--- src/rtl/uart_rx_ctrl.sv ---
// rtl/uart_rx_ctrl.sv - MiniUart receive controller: baud strobe, byte capture FSM, RX FIFO, CPU registers
module uart_rx_ctrl #(
    parameter int          FIFO_DEPTH = 8,
    parameter logic [15:0] DIV_RESET  = 16'd53
) (
    input  logic        clk,
    input  logic        rst,
    input  logic [1:0]  addr,
    input  logic        we,
    input  logic        re,
    input  logic [31:0] wdata,
    output logic [31:0] rdata,
    output logic        irq,
    output logic        en_rx,
    input  logic [7:0]  rx_data,
    input  logic        rx_rs,
    output logic        over_read
);

    localparam int AW = $clog2(FIFO_DEPTH);
    localparam int CW = AW + 1;

    localparam logic [1:0] A_DATA   = 2'd0;
    localparam logic [1:0] A_STATUS = 2'd1;
    localparam logic [1:0] A_CTRL   = 2'd2;
    localparam logic [1:0] A_DIV    = 2'd3;

    typedef enum logic [1:0] {
        S_IDLE     = 2'd0,
        S_CAPTURE  = 2'd1,
        S_ACK      = 2'd2,
        S_WAIT_CLR = 2'd3
    } state_t;

    state_t         state_q, state_d;
    logic [1:0]     ctrl_q, ctrl_d;
    logic [15:0]    div_q, div_d;
    logic [15:0]    cnt_q, cnt_d;
    logic           rs_q;
    logic           overrun_q, overrun_d;
    logic           irq_q, irq_d;
    logic [AW-1:0]  rptr_q, rptr_d;
    logic [AW-1:0]  wptr_q, wptr_d;
    logic [CW-1:0]  count_q, count_d;
    logic [7:0]     mem_q [FIFO_DEPTH];

    logic           capture;
    logic           empty;
    logic           full;
    logic           push;
    logic           pop;
    logic           ovr_set;
    logic           ovr_clr;
    logic           wr_ctrl;
    logic           wr_div;
    logic [7:0]     head;
    logic [4:0]     count5;
    logic [15:0]    unused_wdata;

    assign unused_wdata = wdata[31:16];

    assign wr_ctrl = we && (addr == A_CTRL);
    assign wr_div  = we && (addr == A_DIV);

    // Baud strobe: counter runs 0..DIV; the DIV cycle is the strobe.
    assign en_rx = ctrl_q[0] && (cnt_q == div_q);

    always_comb begin
        ctrl_d = ctrl_q;
        div_d  = div_q;
        cnt_d  = cnt_q;
        if (wr_ctrl) begin
            ctrl_d = wdata[1:0];
        end
        if (wr_div) begin
            div_d = wdata[15:0];
        end
        if (wr_ctrl || wr_div || !ctrl_q[0]) begin
            cnt_d = 16'd0;
        end else if (cnt_q == div_q) begin
            cnt_d = 16'd0;
        end else begin
            cnt_d = cnt_q + 16'd1;
        end
    end

    always_comb begin
        state_d   = state_q;
        capture   = 1'b0;
        over_read = 1'b0;
        case (state_q)
            S_IDLE: begin
                if (rs_q) begin
                    state_d = S_CAPTURE;
                end
            end
            S_CAPTURE: begin
                capture = 1'b1;
                state_d = S_ACK;
            end
            S_ACK: begin
                over_read = 1'b1;
                state_d   = S_WAIT_CLR;
            end
            S_WAIT_CLR: begin
                if (!rs_q) begin
                    state_d = S_IDLE;
                end
            end
            default: state_d = S_IDLE;
        endcase
    end

    assign empty = (count_q == '0);
    assign full  = (count_q == CW'(FIFO_DEPTH));
    assign pop   = re && (addr == A_DATA) && !empty;
    // A pop in the same cycle frees a slot, so a full FIFO still accepts the byte.
    assign push    = capture && (!full || pop);
    assign ovr_set = capture && full && !pop;
    assign ovr_clr = we && (addr == A_STATUS) && wdata[2];

    always_comb begin
        rptr_d  = rptr_q;
        wptr_d  = wptr_q;
        count_d = count_q;
        if (push) begin
            wptr_d = wptr_q + AW'(1);
        end
        if (pop) begin
            rptr_d = rptr_q + AW'(1);
        end
        case ({push, pop})
            2'b10:   count_d = count_q + CW'(1);
            2'b01:   count_d = count_q - CW'(1);
            default: count_d = count_q;
        endcase
    end

    always_comb begin
        overrun_d = overrun_q;
        if (ovr_clr) begin
            overrun_d = 1'b0;
        end
        if (ovr_set) begin
            overrun_d = 1'b1;
        end
        irq_d = ctrl_q[1] && (!empty || overrun_q);
    end

    assign irq    = irq_q;
    assign head   = empty ? 8'h00 : mem_q[rptr_q];
    assign count5 = 5'(count_q);

    always_comb begin
        rdata = 32'd0;
        case (addr)
            A_DATA:   rdata = {24'd0, head};
            A_STATUS: rdata = {23'd0, count5, 1'b0, overrun_q, full, !empty};
            A_CTRL:   rdata = {30'd0, ctrl_q};
            A_DIV:    rdata = {16'd0, div_q};
            default:  rdata = 32'd0;
        endcase
    end

    always_ff @(posedge clk or posedge rst) begin
        if (rst) begin
            state_q   <= S_IDLE;
            ctrl_q    <= 2'd0;
            div_q     <= DIV_RESET;
            cnt_q     <= 16'd0;
            rs_q      <= 1'b0;
            overrun_q <= 1'b0;
            irq_q     <= 1'b0;
            rptr_q    <= '0;
            wptr_q    <= '0;
            count_q   <= '0;
        end else begin
            state_q   <= state_d;
            ctrl_q    <= ctrl_d;
            div_q     <= div_d;
            cnt_q     <= cnt_d;
            rs_q      <= rx_rs;
            overrun_q <= overrun_d;
            irq_q     <= irq_d;
            rptr_q    <= rptr_d;
            wptr_q    <= wptr_d;
            count_q   <= count_d;
        end
    end

    // Storage needs no reset: the pointers and count define what is valid.
    always_ff @(posedge clk) begin
        if (push) begin
            mem_q[wptr_q] <= rx_data;
        end
    end

endmodule

--- config.mk ---
export PLATFORM = sky130hd
export DESIGN_NAME = uart_rx_ctrl
export DESIGN_NICKNAME = d
export VERILOG_FILES = /design/src/rtl/uart_rx_ctrl.sv
export SDC_FILE = /design/constraint.sdc
export NUM_CORES = 1
export LEC_CHECK = 0
export BUFFER_PORTS_ARGS = -buffer_cell sky130_fd_sc_hd__buf_2
export CORE_ASPECT_RATIO = 1.1
export CORE_MARGIN = 3
export CORE_UTILIZATION = 50
export CTS_CLUSTER_DIAMETER = 200
export DETAILED_ROUTE_END_ITERATION = 8
export PLACE_DENSITY = 0.86
export SKIP_CTS_REPAIR_TIMING = 1
export SLEW_MARGIN = 20
export SYNTH_ARGS = -nofsm -noshare
export SYNTH_HDL_FRONTEND = slang
export SYNTH_SLANG_ARGS = --single-unit
--- constraint.sdc ---
create_clock -name clk -period 2.4 [get_ports clk]
set_input_delay 0.12 -clock clk [delete_from_list [all_inputs] [get_ports clk]]
set_output_delay 0.12 -clock clk [all_outputs]
set_load 0.1 [all_outputs]
==> results.json <==
{
  "grt-ovfl-total": 0,
  "clkLatencyLatePin_ns": 0.52,
  "rrSetupSlack_ns": -0.02,
  "antenna_found_initial": 0,
  "failed_checks": "negative hold slack, negative setup slack",
  "cts.sinks": 113,
  "clock_skew_ns": 0.01506,
  "drcViolationCount": 0,
  "cts_tree": "built",
  "arrival_ns": 2.82,
  "drtIter0Drc": 179,
  "die_h_um": 113.9,
  "finalHoldViolations": 1,
  "crit_path_frequent_cell": "xor2_1",
  "multi_input_area_mm2": 0.002079,
  "dr.pass1.iters": 4,
  "final_cells": 637,
  "synth-xor-area-share": 0.06291,
  "ys_warn_count": 0,
  "synth_compound_area_frac": 0.02578,
  "critical-path-slowest-cell": "or4_4",
  "met2_length_um": 6669,
  "finalSetupViolCount": 1,
  "setup_tns_ns": -0.01744,
  "rows": 38,
  "synth_enable_flop_cells": 64,
  "async_reset_ff_frac": 0.4336,
  "wire_per_inst_um": 19.13,
  "grt_start_max_net_pins": 31,
  "fin_crit_ns": 2.417,
  "critPathKind": "flip-flop to flip-flop",
  "io_pins": 82,
  "num_antenna_cells": 0,
  "power.internal_uw": 4935,
  "min_path_type": "primary input to flip-flop",
  "maxSlewViolCount": 0,
  "clock_path_buffers": 2,
  "viasPerCell": 5.430,
  "synth_mux_area_frac": 0.1403,
  "cp-start-kind": "flip-flop",
  "seq_power_share": 0.344,
  "synth_top_family_by_area": "multiplexers",
  "swShare": 0.3620,
  "vdd.ir_drop.worst_uv": 829.3,
  "path_delay_family": "simple AND/OR/NAND/NOR gates",
  "rsz0062_at_grt": "yes",
  "crit_chain": "or4_4 > and2_4 > nand2_4 > inv_4 > ha_4 > xor2_2 > ha_2 > a21oi_2 > xor2_1 > nor2_1 > xor2_1",
  "layout.nets": 542,
  "combPwrFrac": 0.341,
  "via_count": 3459,
  "ff_latch_area_mm2": 0.003156,
  "grt_pass1_wl_um": 18370,
  "cts-root-buf": "clkbuf_8",
  "grt_usage": 0.2029,
  "holdPathStages": 3,
  "top_layer_used": "met4",
  "portBuffers": 49,
  "layout_setup_ws_ns": -0.01744,
  "fill_cells": 660,
  "worstMarginPinSlew_ns": 0.7531,
  "start_util": 0.5248,
  "layout-drive-gt1-share": 0.3843,
  "wl_um": 12190,
  "syn_inst": 376,
  "dr_wl_met3_um": 527,
  "leakage_uw": 0.002709,
  "synthAdderAreaFrac": 0.02602,
  "worst-path-stages": 11,
  "dp_cells": 571,
  "met1_length_um": 4791,
  "die_w_um": 104.1,
  "reg2reg_depth": 11,
  "grt_pass1_vias": 3589,
  "crit_required_ns": 2.80,
  "syn_area_per_cell_um2": 14.07,
  "final_cell_mix": "edfxtp_1 (64), dfrtp_1 (43), buf_2 (40), buf_4 (38), xnor2_1 (30)",
  "yosys.area_share.simple": 0.1036,
  "synthToLayoutAreaGrowth_pct": 29.19,
  "dp_hpwl_um": 7508,
  "synthDistinctLibCells": 46,
  "clkPwrFrac": 0.316,
  "clk_pin_slew_ns": 0.06,
  "power_per_cell_area_mw_per_mm2": 1132,
  "critPathBufInv": 1,
  "drtAntennaViolNets": 0,
  "gp_congestion": 0.8260,
  "cap_violations": 0,
  "status": "finished with violations",
  "synth_ff_type": "edfxtp_1",
  "slowest_delay_ns": 0.55,
  "switching_power_uw": 2800,
  "fp.coreArea_mm2": 0.01008,
  "syn_area_mm2": 0.005290,
  "yosysSeqAreaShare": 0.5960,
  "max_freq_mhz": 413.7,
  "cts_inserted_buffers": 17,
  "cp_max_fo": 3,
  "dieArea_mm2": 0.01185,
  "hold_slack_ns": -0.0005873,
  "ys_ff_latch": 113,
  "htreeDepth": 4,
  "fin_crit_sh": 1.007,
  "end_kind": "flip-flop",
  "relSlewSlack": 0.4937,
  "layout_commonest_cell": "edfxtp_1"
}
-- cells by family (layout without fill, tap and decap cells) --
| logic type | count (synthesis) | count (layout) |
|---|---|---|
| AOI/OAI and AO/OA | 21 | 21 |
| xor gates and xnor gates | 38 | 38 |
| adders and majority gates | 11 | 11 |
| buffers and inverters | 44 | 150 |
| DFF | 113 | 113 |
| muxes | 51 | 51 |
| other | 1 | 16 |
| and+or+nand+nor | 97 | 97 |
-- cell usage after synthesis (2+ instances only) --
| library cell | n | area (um2) |
|---|---|---|
| inv_1 | 9 | 33.78 |
| nand4_1 | 7 | 43.79 |
| o21a_1 | 2 | 15.01 |
| dfrtp_1 | 45 | 1126 |
| xnor2_1 | 30 | 262.8 |
| clkbuf_1 | 10 | 37.54 |
| o21ai_0 | 11 | 55.05 |
| mux4_2 | 16 | 360.4 |
| buf_2 | 8 | 40.04 |
| nand3_1 | 8 | 40.04 |
| mux2_2 | 25 | 281.5 |
| nor3_1 | 22 | 110.1 |
| nor3b_1 | 4 | 30.03 |
| edfxtp_1 | 64 | 1922 |
| and3_1 | 8 | 50.05 |
| dfstp_2 | 4 | 105.1 |
| ha_1 | 11 | 137.6 |
| nor2_1 | 4 | 15.01 |
| xor2_1 | 8 | 70.07 |
| nor4_1 | 4 | 25.02 |
| mux2i_1 | 10 | 100.1 |
| buf_4 | 16 | 120.1 |
| nand2_1 | 26 | 97.59 |
| and2_1 | 2 | 12.51 |
-- through the flow --
step | worst slack (ns) | utilization | total power, uW | hold slack [ns] | area (um2)
floorplan | -0.2466 | - | 4505 | 0.1514 | 5416
global placement | 0.06696 | 0.5796 | 4986 | 0.1335 | 5842
detailed placement | 0.02113 | 0.5796 | 5058 | 0.1398 | 5842
CTS | -0.1940 | 0.6365 | 7533 | -0.4026 | 6416
global route | -0.1049 | 0.6780 | 8050 | 0.02479 | 6834
finish | -0.01744 | 0.6780 | 7735 | -0.0005873 | 6834
-- area by class of cell --
type	instances	area share
Clock buffer	18	0.06115
Clock inverter	14	0.02289
Inverter	9	0.005309
Multi-Input combinational cell	234	0.3043
Sequential cell	113	0.4617
Tap cell	140	0.02563
Timing Repair Buffer	109	0.1190
-- layer usage --
metal  GRT usage  vias to the layer above
li1            -                     1580
met1      0.2341                     1746
met2      0.3632                      111
met3     0.05263                       22
met4     0.08156                        0
met5           0                        -
-- path summary, 6_finish.rpt --
path                              endpoint       start
worst min-delay path             overrun_q          we
worst max-delay path            count_q[2]  count_q[3]
worst max register to register  count_q[2]  count_q[3]
max in group asynchronous         div_q[2]         rst
worst min register to register         irq   overrun_q
min in group asynchronous        cnt_q[13]         rst
-- worst min-delay path, delay by kind of cell --
| family | cells | cell delay, ns |
|---|---|---|
| and+or+nand+nor | 1 | 0.12 |
| AOI/OAI and AO/OA | 1 | 0.13 |
| buffers and inverters | 1 | 0.11 |
-- registers in the layout (all words and copies together), names as in the netlist --
register   cells
count_q        4
mem_q         64
cnt_q         16
rs_q           1
wptr_q         3
irq            1
overrun_q      1
div_q         16
ctrl_q         2
state_q        2
rptr_q         3
-- power groups by stage --
stage	sequential, uW	clock (uW)	combinational (uW)
floorplan	2580	0	1920
global placement	2620	0	2360
detailed placement	2650	0	2410
CTS	2630	2450	2450
global route	2690	2550	2810
finish	2660	2440	2630
(Power assumes the default switching activity.)
